**config.mk**
```make
export PLATFORM = sky130hd
export DESIGN_NAME = pipe_ctrl_sequencer
export DESIGN_NICKNAME = d
export VERILOG_FILES = /design/src/rtl/pipe_ctrl_pkg.sv /design/src/rtl/ctrl_decoder.sv /design/src/rtl/pipe_ctrl_sequencer.sv
export SDC_FILE = /design/constraint.sdc
export NUM_CORES = 1
export LEC_CHECK = 0
export CAP_MARGIN = 10
export CORE_ASPECT_RATIO = 0.5
export CORE_MARGIN = 4
export CORE_UTILIZATION = 44
export CTS_BUF_LIST = sky130_fd_sc_hd__clkbuf_16
export DETAILED_ROUTE_END_ITERATION = 8
export PLACE_DENSITY = 0.84
export SLEW_MARGIN = 20
export SYNTH_ARGS = -nofsm -noshare
export SYNTH_HDL_FRONTEND = slang
export SYNTH_SLANG_ARGS = --single-unit
```
**constraint.sdc**
```tcl
create_clock -name clk -period 2.6 [get_ports clk]
set_input_delay 0.39 -clock clk [delete_from_list [all_inputs] [get_ports clk]]
set_output_delay 0.39 -clock clk [all_outputs]
set_load 0.01 [all_outputs]
```
**src/rtl/pipe_ctrl_pkg.sv**
```systemverilog
// Shared types for the pipelined control sequencer: control bundle, encodings, FSM states.
// Optional perf counters in the top are enabled with CTRL_PERF_CNT_EN.
package pipe_ctrl_pkg;

   // Spare MSB keeps the registered bundle at 19 bits; it is always 0.
   typedef struct packed {
      logic       rsvd;
      logic       JumpI;
      logic       JumpCI;
      logic       JumpCD;
      logic       MemToReg;
      logic       MemRead;
      logic       MemWrite;
      logic [2:0] ALUOp;
      logic       ALUSrc;
      logic       RegWrite;
      logic [1:0] ImmSrc;
      logic [1:0] RegDtn;
      logic       RegSrc2;
      logic [1:0] RegSrc1;
   } ctrl_t;

   localparam logic [1:0] ITYPE_CTRL = 2'b00;
   localparam logic [1:0] ITYPE_MEM  = 2'b01;
   localparam logic [1:0] ITYPE_DATA = 2'b10;

   localparam logic [1:0] FMT_REG = 2'b00;
   localparam logic [1:0] FMT_IMM = 2'b11;

   localparam logic [4:0] FUNC_SI  = 5'b00000;
   localparam logic [4:0] FUNC_SCI = 5'b00010;
   localparam logic [4:0] FUNC_SCD = 5'b00011;
   localparam logic [4:0] FUNC_GDR = 5'b00000;
   localparam logic [4:0] FUNC_CRG = 5'b00001;

   localparam logic [2:0] ALU_SUM = 3'b000;
   localparam logic [2:0] ALU_RES = 3'b001;
   localparam logic [2:0] ALU_MUL = 3'b010;
   localparam logic [2:0] ALU_DIV = 3'b011;
   localparam logic [2:0] ALU_RSD = 3'b100;

   localparam logic [1:0] IMM_DATA = 2'b00;
   localparam logic [1:0] IMM_MEM  = 2'b01;
   localparam logic [1:0] IMM_JUMP = 2'b10;

   typedef enum logic [1:0] {
      ST_RUN     = 2'b00,
      ST_MC_BUSY = 2'b01,
      ST_BUBBLE  = 2'b10
   } state_t;

endpackage

```
**src/rtl/ctrl_decoder.sv**
```systemverilog
// Combinational ID-stage decode of instruction_type/func into the control bundle,
// plus illegal flag, source-register usage and multi-cycle op flags.
module ctrl_decoder
   import pipe_ctrl_pkg::*;
(
   input  logic [1:0] instruction_type,
   input  logic [4:0] func,
   output ctrl_t      ctrl,
   output logic       illegal,
   output logic       uses_rs1,
   output logic       uses_rs2,
   output logic       is_mul,
   output logic       is_div
);

   logic       fmt_ok;
   logic       alu_ok;
   logic       is_imm;

   assign is_imm = (func[4:3] == FMT_IMM);
   assign fmt_ok = (func[4:3] == FMT_REG) || is_imm;
   assign alu_ok = func[2:0] inside {ALU_SUM, ALU_RES, ALU_MUL, ALU_DIV, ALU_RSD};

   always_comb begin
      ctrl     = '0;
      illegal  = 1'b1;
      uses_rs1 = 1'b0;
      uses_rs2 = 1'b0;
      is_mul   = 1'b0;
      is_div   = 1'b0;
      case (instruction_type)
         ITYPE_DATA: begin
            if (fmt_ok && alu_ok) begin
               illegal       = 1'b0;
               ctrl.ALUOp    = func[2:0];
               ctrl.RegWrite = 1'b1;
               uses_rs1      = 1'b1;
               is_mul        = (func[2:0] == ALU_MUL);
               is_div        = (func[2:0] == ALU_DIV);
               if (is_imm) begin
                  ctrl.ALUSrc = 1'b1;
                  ctrl.ImmSrc = IMM_DATA;
               end else begin
                  uses_rs2 = 1'b1;
               end
            end
         end
         ITYPE_CTRL: begin
            case (func)
               FUNC_SI: begin
                  illegal     = 1'b0;
                  ctrl.JumpI  = 1'b1;
                  ctrl.ImmSrc = IMM_JUMP;
               end
               // Conditional jumps compare two registers.
               FUNC_SCI: begin
                  illegal     = 1'b0;
                  ctrl.JumpCI = 1'b1;
                  ctrl.ImmSrc = IMM_JUMP;
                  uses_rs1    = 1'b1;
                  uses_rs2    = 1'b1;
               end
               FUNC_SCD: begin
                  illegal     = 1'b0;
                  ctrl.JumpCD = 1'b1;
                  ctrl.ImmSrc = IMM_JUMP;
                  uses_rs1    = 1'b1;
                  uses_rs2    = 1'b1;
               end
               default: ;
            endcase
         end
         ITYPE_MEM: begin
            case (func)
               FUNC_GDR: begin
                  illegal       = 1'b0;
                  ctrl.MemWrite = 1'b1;
                  ctrl.ALUSrc   = 1'b1;
                  ctrl.ImmSrc   = IMM_MEM;
                  ctrl.RegSrc2  = 1'b1;
                  uses_rs1      = 1'b1;
                  uses_rs2      = 1'b1;
               end
               FUNC_CRG: begin
                  illegal       = 1'b0;
                  ctrl.MemRead  = 1'b1;
                  ctrl.MemToReg = 1'b1;
                  ctrl.RegWrite = 1'b1;
                  ctrl.ALUSrc   = 1'b1;
                  ctrl.ImmSrc   = IMM_MEM;
                  uses_rs1      = 1'b1;
               end
               default: ;
            endcase
         end
         default: ;
      endcase
   end

endmodule

```
**src/rtl/pipe_ctrl_sequencer.sv**
```systemverilog
// ID-stage decode registered into ID/EX, with MUL/DIV holds, load-use bubbles and branch flushes.
// Define CTRL_PERF_CNT_EN to add saturating stall/flush counters and their ports.
module pipe_ctrl_sequencer
   import pipe_ctrl_pkg::*;
#(
   parameter int REG_AW     = 4,
   parameter int MUL_CYCLES = 2,
   parameter int DIV_CYCLES = 8,
   parameter int PERF_W     = 32
) (
   input  logic              clk,
   input  logic              rst,
   input  logic              id_valid,
   output logic              id_ready,
   input  logic [1:0]        instruction_type,
   input  logic [4:0]        func,
   input  logic [REG_AW-1:0] id_rs1,
   input  logic [REG_AW-1:0] id_rs2,
   input  logic [REG_AW-1:0] id_rd,
   input  logic              branch_taken,
   output logic              ex_valid,
   output ctrl_t             ex_ctrl,
   output logic [REG_AW-1:0] ex_rd,
   output logic              ex_busy,
   output logic              illegal_op
`ifdef CTRL_PERF_CNT_EN
   ,
   output logic [PERF_W-1:0] stall_cnt,
   output logic [PERF_W-1:0] flush_cnt
`endif
);

   localparam int MAX_CYC = (MUL_CYCLES > DIV_CYCLES) ? MUL_CYCLES : DIV_CYCLES;
   localparam int CNT_W   = (MAX_CYC > 1) ? $clog2(MAX_CYC) : 1;

   if (MUL_CYCLES < 1 || DIV_CYCLES < 1 || REG_AW < 1 || PERF_W < 1) begin : g_param_err
      $error("pipe_ctrl_sequencer: parameters out of range");
   end

   state_t            state, state_n;
   logic [CNT_W-1:0]  cnt, cnt_n;
   logic              ex_valid_n;
   ctrl_t             ex_ctrl_n;
   logic [REG_AW-1:0] ex_rd_n;
   logic              illegal_n;

   ctrl_t             dec_ctrl;
   logic              dec_illegal;
   logic              dec_rs1;
   logic              dec_rs2;
   logic              dec_mul;
   logic              dec_div;
   logic              load_use;

   ctrl_decoder u_dec (
      .instruction_type (instruction_type),
      .func             (func),
      .ctrl             (dec_ctrl),
      .illegal          (dec_illegal),
      .uses_rs1         (dec_rs1),
      .uses_rs2         (dec_rs2),
      .is_mul           (dec_mul),
      .is_div           (dec_div)
   );

   // A load in EX whose result the ID op needs cannot forward in time.
   assign load_use = ex_valid && ex_ctrl.MemRead && id_valid &&
                     ((dec_rs1 && (ex_rd == id_rs1)) || (dec_rs2 && (ex_rd == id_rs2)));

   assign ex_busy = (state == ST_MC_BUSY);

   always_comb begin
      state_n    = state;
      cnt_n      = cnt;
      id_ready   = 1'b0;
      ex_valid_n = 1'b0;
      ex_ctrl_n  = '0;
      ex_rd_n    = '0;
      illegal_n  = 1'b0;
      if (branch_taken) begin
         id_ready = 1'b1;
         cnt_n    = '0;
         state_n  = ST_RUN;
      end else if (state == ST_MC_BUSY) begin
         ex_valid_n = ex_valid;
         ex_ctrl_n  = ex_ctrl;
         ex_rd_n    = ex_rd;
         cnt_n      = cnt - CNT_W'(1);
         if (cnt == CNT_W'(1)) begin
            state_n = ST_RUN;
         end
      end else if (load_use) begin
         state_n = ST_BUBBLE;
      end else begin
         // RUN, and BUBBLE which re-evaluates the held ID op exactly like RUN.
         id_ready = 1'b1;
         state_n  = ST_RUN;
         if (id_valid) begin
            illegal_n = dec_illegal;
            if (!dec_illegal) begin
               ex_valid_n = 1'b1;
               ex_ctrl_n  = dec_ctrl;
               ex_rd_n    = id_rd;
               if (dec_mul && (MUL_CYCLES > 1)) begin
                  cnt_n   = CNT_W'(MUL_CYCLES - 1);
                  state_n = ST_MC_BUSY;
               end else if (dec_div && (DIV_CYCLES > 1)) begin
                  cnt_n   = CNT_W'(DIV_CYCLES - 1);
                  state_n = ST_MC_BUSY;
               end
            end
         end
      end
   end

   always_ff @(posedge clk) begin
      if (rst) begin
         state      <= ST_RUN;
         cnt        <= '0;
         ex_valid   <= 1'b0;
         ex_ctrl    <= '0;
         ex_rd      <= '0;
         illegal_op <= 1'b0;
      end else begin
         state      <= state_n;
         cnt        <= cnt_n;
         ex_valid   <= ex_valid_n;
         ex_ctrl    <= ex_ctrl_n;
         ex_rd      <= ex_rd_n;
         illegal_op <= illegal_n;
      end
   end

`ifdef CTRL_PERF_CNT_EN
   always_ff @(posedge clk) begin
      if (rst) begin
         stall_cnt <= '0;
         flush_cnt <= '0;
      end else begin
         if (id_valid && !id_ready && (stall_cnt != '1)) begin
            stall_cnt <= stall_cnt + PERF_W'(1);
         end
         if (branch_taken && (flush_cnt != '1)) begin
            flush_cnt <= flush_cnt + PERF_W'(1);
         end
      end
   end
`endif

endmodule
```
# ---- Word level (Yosys, flattened, before mapping)
# Index checks and enable logic that the tools add are counted.
dict set report totals {
  ff_bits 30
  latch_bits 0
  ramBits 0
  romBits 0
  output_inout_bits 27
  memories 0
}
dict set report op_classes {
  add_sub_neg 1
  mul 0
  div 0
  order_cmp 0
  n_eq_ne 17
  n_shift 0
  mux 55
  bitwise_logic 1
  reduce_logical 21
}
# cell count
set ops {}
lappend ops {{2-to-1 mux 18 bit} 3}
lappend ops {{2-to-1 mux 1 bit} 29}
lappend ops {{2-to-1 mux 3 bit} 9}
lappend ops {{2-to-1 mux 4 bit} 3}
lappend ops {{equality test 5 x 2 -> 1 bit (second input constant)} 2}
lappend ops {{2-to-1 mux 2 bit} 5}
lappend ops {{one-hot mux 1 bit (3 select lines)} 3}
lappend ops {{equality test 4 bit} 2}
lappend ops {{2-to-1 mux 7 bit} 1}
lappend ops {{equality test 3 x 1 -> 1 bit (second input constant)} 2}
lappend ops {{equality test 3 x 2 -> 1 bit (second input constant)} 2}
lappend ops {{logical AND 1 bit} 6}
lappend ops {{one-hot mux 2 bit (3 select lines)} 1}
lappend ops {{OR reduction 2 bit} 3}
lappend ops {{equality test 5 x 1 -> 1 bit (second input constant)} 1}
lappend ops {{logical NOT 5 bit} 1}
lappend ops {{nonzero test 5 bit} 1}
lappend ops {{OR reduction 5 bit} 1}
lappend ops {{equality test 2 x 1 -> 1 bit (second input constant)} 2}
lappend ops {{equality test 2 bit (second input constant)} 2}
lappend ops {{logical NOT 2 bit} 2}
lappend ops {{!= test 2 bit (second input constant)} 2}
lappend ops {{one-hot mux 2 bit (2 select lines)} 1}
lappend ops {{AND reduction 4 bit} 1}
lappend ops {{other kinds (9)} 10}

# ---- Longest topological paths before layout
# Gate-level depths: netlist of the first run.
dict set report logic_depth {
  depth_word 11
  depth_mapped 10
  mapped_depth_nobuf 9
}

# ---- By module
# Synthesis of the first run repeated with hierarchy kept, for this count alone.
dict set report hier_totals {
  cells_unflattened 165
  hier_area_um2 1561.5
}
# module n_inst cells_per_inst area_per_inst_um2 seq_area_each_um2
set modules_own_cells {}
lappend modules_own_cells {pipe_ctrl_sequencer 1 111 1197.4 600.6}
lappend modules_own_cells {ctrl_decoder 1 54 364.1 0.0}

# ---- Least setup slack after synthesis of the first run
# No wires, ideal clock.
dict set report synth_path {
  path_type {input to output}
  from {in func[3]}
  to {out id_ready}
  arrival_time_ps 1778
  slack_ps 432
  cell_stages 8
  n_path_buf 0
  cell_sequence {ha_1 nor2b_1 a22oi_1 a211oi_1 a41oi_1 or2_1 nand2_2 nand2b_1}
}
dict set report synth_via {
  elab_chain_cells 11
  elab_cells_between_ends 25
  classes_between {eq/ne: 4; mux: 11; reduce/logical: 10}
}
# item line
set synth_rtl {}
lappend synth_rtl {{start: declaration} pipe_ctrl_sequencer.sv:16} ;# input logic [4:0] func,
lappend synth_rtl {{branches (longest 6 deep; another with equality test 5 x 1 -> 1 bit)} -}
lappend synth_rtl {{logical OR 1 bit (*)} pipe_ctrl_sequencer.sv:68} ;# ((dec_rs1 && (ex_rd == id_rs1)) || (dec_rs2 && (ex_rd == id_rs2)));
lappend synth_rtl {{logical AND 1 bit (*)} pipe_ctrl_sequencer.sv:67} ;# assign load_use = ex_valid && ex_ctrl.MemRead && id_valid &&
lappend synth_rtl {{2-to-1 mux 1 bit (*)} pipe_ctrl_sequencer.sv:92} ;# end else if (load_use) begin
lappend synth_rtl {{2-to-1 mux 1 bit (*)} pipe_ctrl_sequencer.sv:84} ;# end else if (state == ST_MC_BUSY) begin
lappend synth_rtl {{2-to-1 mux 1 bit (*)} pipe_ctrl_sequencer.sv:80} ;# if (branch_taken) begin
lappend synth_rtl {{end: declaration} pipe_ctrl_sequencer.sv:14} ;# output logic id_ready,
# Every way passes the cells marked *.

# ---- Final worst setup path of the first run
dict set report layout_path {
  from {in func[4]}
  to {out id_ready}
}
# The elaborated chain is that of the path after synthesis.

==> impl_metrics.toml, run 1 <==
[outcome]
outcome = "finished clean"

[cts]
cts_tree = "built"
cts_htree_levels = 1
clockBufferDepth = 2
clk_pin_slew_ps = 60
clockRootBuffer = "clkbuf_16"
postCtsHoldBufs = 0
cts-buffers-inserted = 3
cts_sinks = 23
insertion_delay_ps = 260

[critical_path]
worst_r2r_path_depth = 9
cp.required_ps = 2210
critPathLaunchType = "input pin"
end_kind = "primary output"
crit_type = "input pin to primary output"
critPathTopFamily = "simple AND/OR/NAND/NOR gates"
path_buf_inv = 2
crit_path_max_fanout = 3
critPathSlowestCell = "ha_1"
critPathArrivalTime_ps = 2140
cp.depth = 10
cp_cell_sequence = "dlygate4sd2_1 -> ha_1 -> nor2b_2 -> a22oi_1 -> a211oi_2 -> a41oi_2 -> or2_1 -> nand2_2 -> nand2b_1 -> buf_2"
slowest_delay_ps = 310

[logic_synthesis]
syn_area_sq_um = 1390
ys_ff_latch = 23
synth_edf_count = 0
synth.avg_cell_area_sq_um = 8.26
async_reset_ff_share_pct = 0
ys_warn_count = 0
netlist_instances = 168
synth_flop_cell = "dfxtp_1"
synth_cell_type_count = 44
ys_seq_area_share_pct = 33.2

[global_route]
globalRouteOverflowTotal = 0
grt_antenna_before_repair = 0
grt_max_degree = 20
grt_util_all_layers_pct = 21.9
grt_pass1_vias = 1422
grt_first_pass_wirelength_um = 6910

[timing]
max_freq_ghz = 0.395
setup_viol = 0
finalSetupTns_ps = 0
whs_ps = 447
fin_worst_skew_ps = 4.03
maxSlewViolCount = 0
finalCritPeriodShare_pct = 97.4
fin_crit_ps = 2530
hold_viol = 0

[power_and_ir_drop]
power_frac_clock_pct = 39.8
swShare_pct = 24.1
p_per_area_nw_per_um2 = 390
p_leak_nw = 0.799
ir_worst_vdd_uv = 255
p_seq_share_pct = 42.7
power.switching_mw = 0.202
p_total_mw = 0.836
p_int_mw = 0.634
p_comb_share_pct = 17.5

[routing]
firstDrtPassIters = 4
viasPerCell = 5.65
antenna_left = 0
drc = 0
routed_wl_um = 4600
wl_per_cell_um = 16.7
vias = 1553
first_iter_violations = 91

[cells_and_area]
fin_util_pct = 71.1
diodes = 0
syn2layout_area_growth_pct = 54.5
fin_nets = 266
drive_gt1_share_pct = 22.6
stdcell_count = 275
fillers = 206

[placed_design]
dp.cells = 264
dp_hpwl_um = 3230
gp_congestion = 0.880
io_buffers = 44

[min_path]
min_path_type = "register to register"
hold_path_depth = 2

[die]
die_area_sq_um = 4170
rows = 14
boundaryPins = 50
die_w_um = 87.4
initial_core_util_pct = 46.1
core_area_sq_um = 3010
die_h_um = 47.7

[job]
maxCapViolations = 0
-- power by group through the flow --
stage,Combinational (mW),Clock (mW),Sequential (mW)
after floorplan,0.0594,0,0.366
after global placement,0.127,0,0.365
after detailed placement,0.131,0,0.365
after CTS,0.137,0.331,0.357
after global routing,0.157,0.350,0.357
final,0.146,0.333,0.357
-- metrics by stage --
stage                     setup WS [ps]  cell area (sq um)
final                              67.4               2140
after global routing              -34.7               2140
after CTS                          63.4               2110
after detailed placement           -534               1970
after global placement             -463               1970
after floorplan                     432               1400
-- cells in the final DEF, fill, tap and decap left out, types with 7 or more instances in the layout --
cell type and instances:
clkdlybuf4s50_1 37, dfxtp_1 23, a21oi_1 7, buf_4 28
o21ai_1 11, nand3_1 12, nand2_1 18
-- state kept, by name, summed over array words and instances, names as in the netlist --
signal and cells:
cnt 3, ex_rd 4, ex_valid 1, ex_ctrl 12
illegal_op 1, state 2
-- path summary, 6_finish.rpt --
kind	from	end	slack [ps]
worst max-delay path	func[4]	id_ready	70
worst min-delay path	ex_ctrl[17]$_SDFFE_PP0N_	ex_ctrl[17]$_SDFFE_PP0N_	450
worst max register to register	ex_rd[1]$_SDFFE_PP0N_	cnt[1]$_SDFFE_PP0P_	480
worst min register to register	ex_ctrl[17]$_SDFFE_PP0N_	ex_ctrl[17]$_SDFFE_PP0N_	450
-- layer usage --
metal  vias to the layer above  wire [um]  global-route usage [%]
li1                        725          -                       -
met1                       728       1800                    26.7
met2                        87       2290                    42.1
met3                        13        408                    3.95
met4                         0         98                    4.28
met5                         -          0                       0
-- worst register-to-register path: stages, from the launching register on --
cell and delay [ps]:
dfxtp_1 410, xnor2_1 150, o2111ai_1 160, nor2_1 170
a41oi_2 160, buf_4 160, buf_4 120, o21a_2 240
or3_1 320, a21oi_1 150
-- timing repair --
action	CTS	global route
setup endpoints to repair	1	1
pin swaps	7	3
gates resized for setup	18	5
setup buffers	5	2
-- layout make-up --
cell class                      count  area, sq um  share of cell area (%)
Inverter                            7         26.3                    1.23
Clock buffer                        3         75.1                    3.50
Multi-Input combinational cell    128          875                    40.8
Clock inverter                      1         3.75                   0.175
Sequential cell                    23          460                    21.5
Timing Repair Buffer               73          653                    30.5
Tap cell                           40         50.0                    2.34
-- logic make-up after synthesis --
kind of cell,Yosys count,share of synthesized area [%]
AND/OR/NAND/NOR,68,28.1
flip-flops,23,33.2
XOR/XNOR,5,3.16
adder cells (fa/ha/maj),7,6.31
buffers and inverters,21,8.57
AO/OA/AOI/OAI,43,20.4
other,1,0.270
-- synthesized netlist by cell type (5+ instances only) --
master    count  area (sq um)
nand3_1      12          60.1
dfxtp_1      23           460
a21oi_1       7          35.0
o21ai_1      12          60.1
nand2b_1      6          37.5
xnor2_1       5          43.8
nor2_1        6          22.5
nand2_1      20          75.1
ha_1          7          87.6
o21ai_0       5          25.0
inv_1         7          26.3
o41ai_1       5          43.8
buf_4         8          60.1
Power figures use the tool's default switching activity.
==> inputs of run 2 (changes only) <==
Settings changed: CAP_MARGIN 10 to 20, CELL_PAD_IN_SITES_DETAIL_PLACEMENT set to 2, CELL_PAD_IN_SITES_GLOBAL_PLACEMENT set to 2, CORE_UTILIZATION 44 to 34, DONT_BUFFER_PORTS set to 1, PLACE_DENSITY 0.84 to 0.81.
==> run 2 against run 1 <==
  * Worst hold slack lost 190 ps
  * Non-clock buffer count shrank 71
  * Register-to-register slack is essentially flat
  * Design area shrank 31%
  * Largest power group unchanged
  * Highest routed layer unchanged
==> impl_metrics.toml, run 2 (synthesized netlist as in run 1, its figures left out) <==
[outcome]
outcome = "finished clean"

[cells_and_area]
final_common_cell = "dfxtp_1"
largest_reg_flops = 12
final_cell_mix = "23 x dfxtp_1, 20 x nand2_1, 12 x o21ai_1, 12 x nand3_1"
fin_nets = 195
reg_top3 = "ex_ctrl x12, ex_rd x4, cnt x3"
diodes = 0
syn2layout_area_growth_pct = 6.13
drive_gt1_share_pct = 9.76
largest-register = "ex_ctrl"

[power_and_ir_drop]
p_per_area_nw_per_um2 = 517
p_seq_share_pct = 47.1
p_int_mw = 0.587
p_comb_share_pct = 8.8
power.switching_mw = 0.175
ir_worst_vdd_uv = 239
swShare_pct = 23.0
power_frac_clock_pct = 44.2
p_leak_nw = 0.489

[timing]
max_slew_margin_pct = 47.8
maxSlewViolCount = 0
setup_viol = 0
max_freq_ghz = 0.418
whs_ps = 260
finalCritPeriodShare_pct = 92.0
fin_crit_ps = 2390
finalSetupTns_ps = 0
fin_worst_skew_ps = 2.13
worstMarginPinSlew_ps = 781
rsz0062_at_grt = "no"
hold_viol = 0

[routing]
vias = 1237
antenna_left = 0
firstDrtPassIters = 2
wl_per_cell_um = 19.7
viasPerCell = 5.67
routed_wl_um = 4300
drc = 0
first_iter_violations = 29

[global_route]
grt_antenna_before_repair = 0
globalRouteOverflowTotal = 0
grt_pass1_vias = 1378
grt_util_all_layers_pct = 17.6
grt_max_degree = 20
grt_first_pass_wirelength_um = 7070

[die]
die_w_um = 98.3
rows = 16
boundaryPins = 50
die_area_sq_um = 5230
die_h_um = 53.2
initial_core_util_pct = 35.4
core_area_sq_um = 3920

[cts]
postCtsResizedCells = 0
cts_tree = "built"
clk_pin_slew_ps = 60
cts_setup_buffers = 0
insertion_delay_ps = 260
clockBufferDepth = 2
postCtsHoldBufs = 0
cts-buffers-inserted = 3
cts_sinks = 23
cts_htree_levels = 1
clockRootBuffer = "clkbuf_16"

[placed_design]
io_buffers = 0
dp_hpwl_um = 3340
gp_congestion = 0.761

[min_path]
hold_end = "illegal_op$_SDFF_PP0_"
min_from = "id_valid"
min_path_type = "input pin to register"
hold_path_depth = 2

[critical_path]
critPathSlowestCell = "or2_1"
r2r_end = "ex_ctrl[14]$_SDFFE_PP0N_"
worst_r2r_path_depth = 8
cp.required_ps = 2210
r2r_slack_ps = 490
critPathLaunchType = "input pin"
cp_cell_sequence = "ha_1 -> nor2b_1 -> a22oi_1 -> a211oi_1 -> a41oi_1 -> or2_1 -> nand2_2 -> nand2b_1"
path_buf_inv = 0
crit_path_max_fanout = 5
end_kind = "primary output"
critPathArrivalTime_ps = 2000
rr_startpoint = "ex_rd[3]$_SDFFE_PP0N_"
slowest_delay_ps = 310
crit_type = "input pin to primary output"
critPathTopFamily = "simple AND/OR/NAND/NOR gates"

[job]
maxCapViolations = 0
run 2: cell count changes in the layout (fill, tap and decap cells not counted), sizes merged:
| cell | delta |
|---|---|
| buf | -28 |
| dlymetal6s2s | -1 |
| inv | -1 |
| clkinv | +1 |
| clkdlybuf4s50 | -37 |
| dlygate4sd2 | -5 |
run 2: area by class of cell:
cell class | count | area [sq um]
Multi-Input combinational cell | 128 | 823
Inverter | 7 | 26.3
Tap cell | 54 | 67.6
Clock buffer | 3 | 75.1
Clock inverter | 1 | 5.00
Sequential cell | 23 | 460
Timing Repair Buffer | 2 | 15.0
Fill cell | 468 | 2450
run 2: worst max-delay path by stage:
stage / startpoint / to / slack [ps] / cells after the start
after floorplan: func[3] / id_ready / 430 / 8
final: func[3] / id_ready / 210 / 8
after global routing: func[3] / id_ready / 70 / 8
after CTS: func[3] / id_ready / 190 / 8
after detailed placement: func[3] / id_ready / 270 / 8
after global placement: func[3] / id_ready / 370 / 8
run 2: layer usage:
metal | global-route usage (%) | vias up | part of all wire, %
met5 | 0 | - | 0
met4 | 3.85 | 0 | 1.4
met3 | 6.18 | 6 | 5.6
met2 | 33.9 | 25 | 50
met1 | 19.1 | 630 | 43
li1 | - | 576 | -
run 2: per-stage QoR:
step / std cells / worst slack [ps] / power (mW) / instance area, sq um / utilization (%)
floorplan: 172 / 432 / 0.425 / 1400 / -
finish: 218 / 207 / 0.762 / 1470 / 37.5
global placement: 214 / 367 / 0.429 / 1390 / 35.5
global route: 218 / 74.9 / 0.792 / 1470 / 37.5
CTS: 218 / 189 / 0.768 / 1470 / 37.5
detailed placement: 214 / 273 / 0.432 / 1390 / 35.5
run 2: power groups by stage:
stage	Sequential, mW	Clock, mW	Combinational (mW)
3_3_place_gp	0.366	0	0.0623
3_5_place_dp	0.367	0	0.0653
2_1_floorplan	0.366	0	0.0594
5_1_grt	0.359	0.359	0.0743
6_report	0.358	0.336	0.0670
4_1_cts	0.359	0.342	0.0670
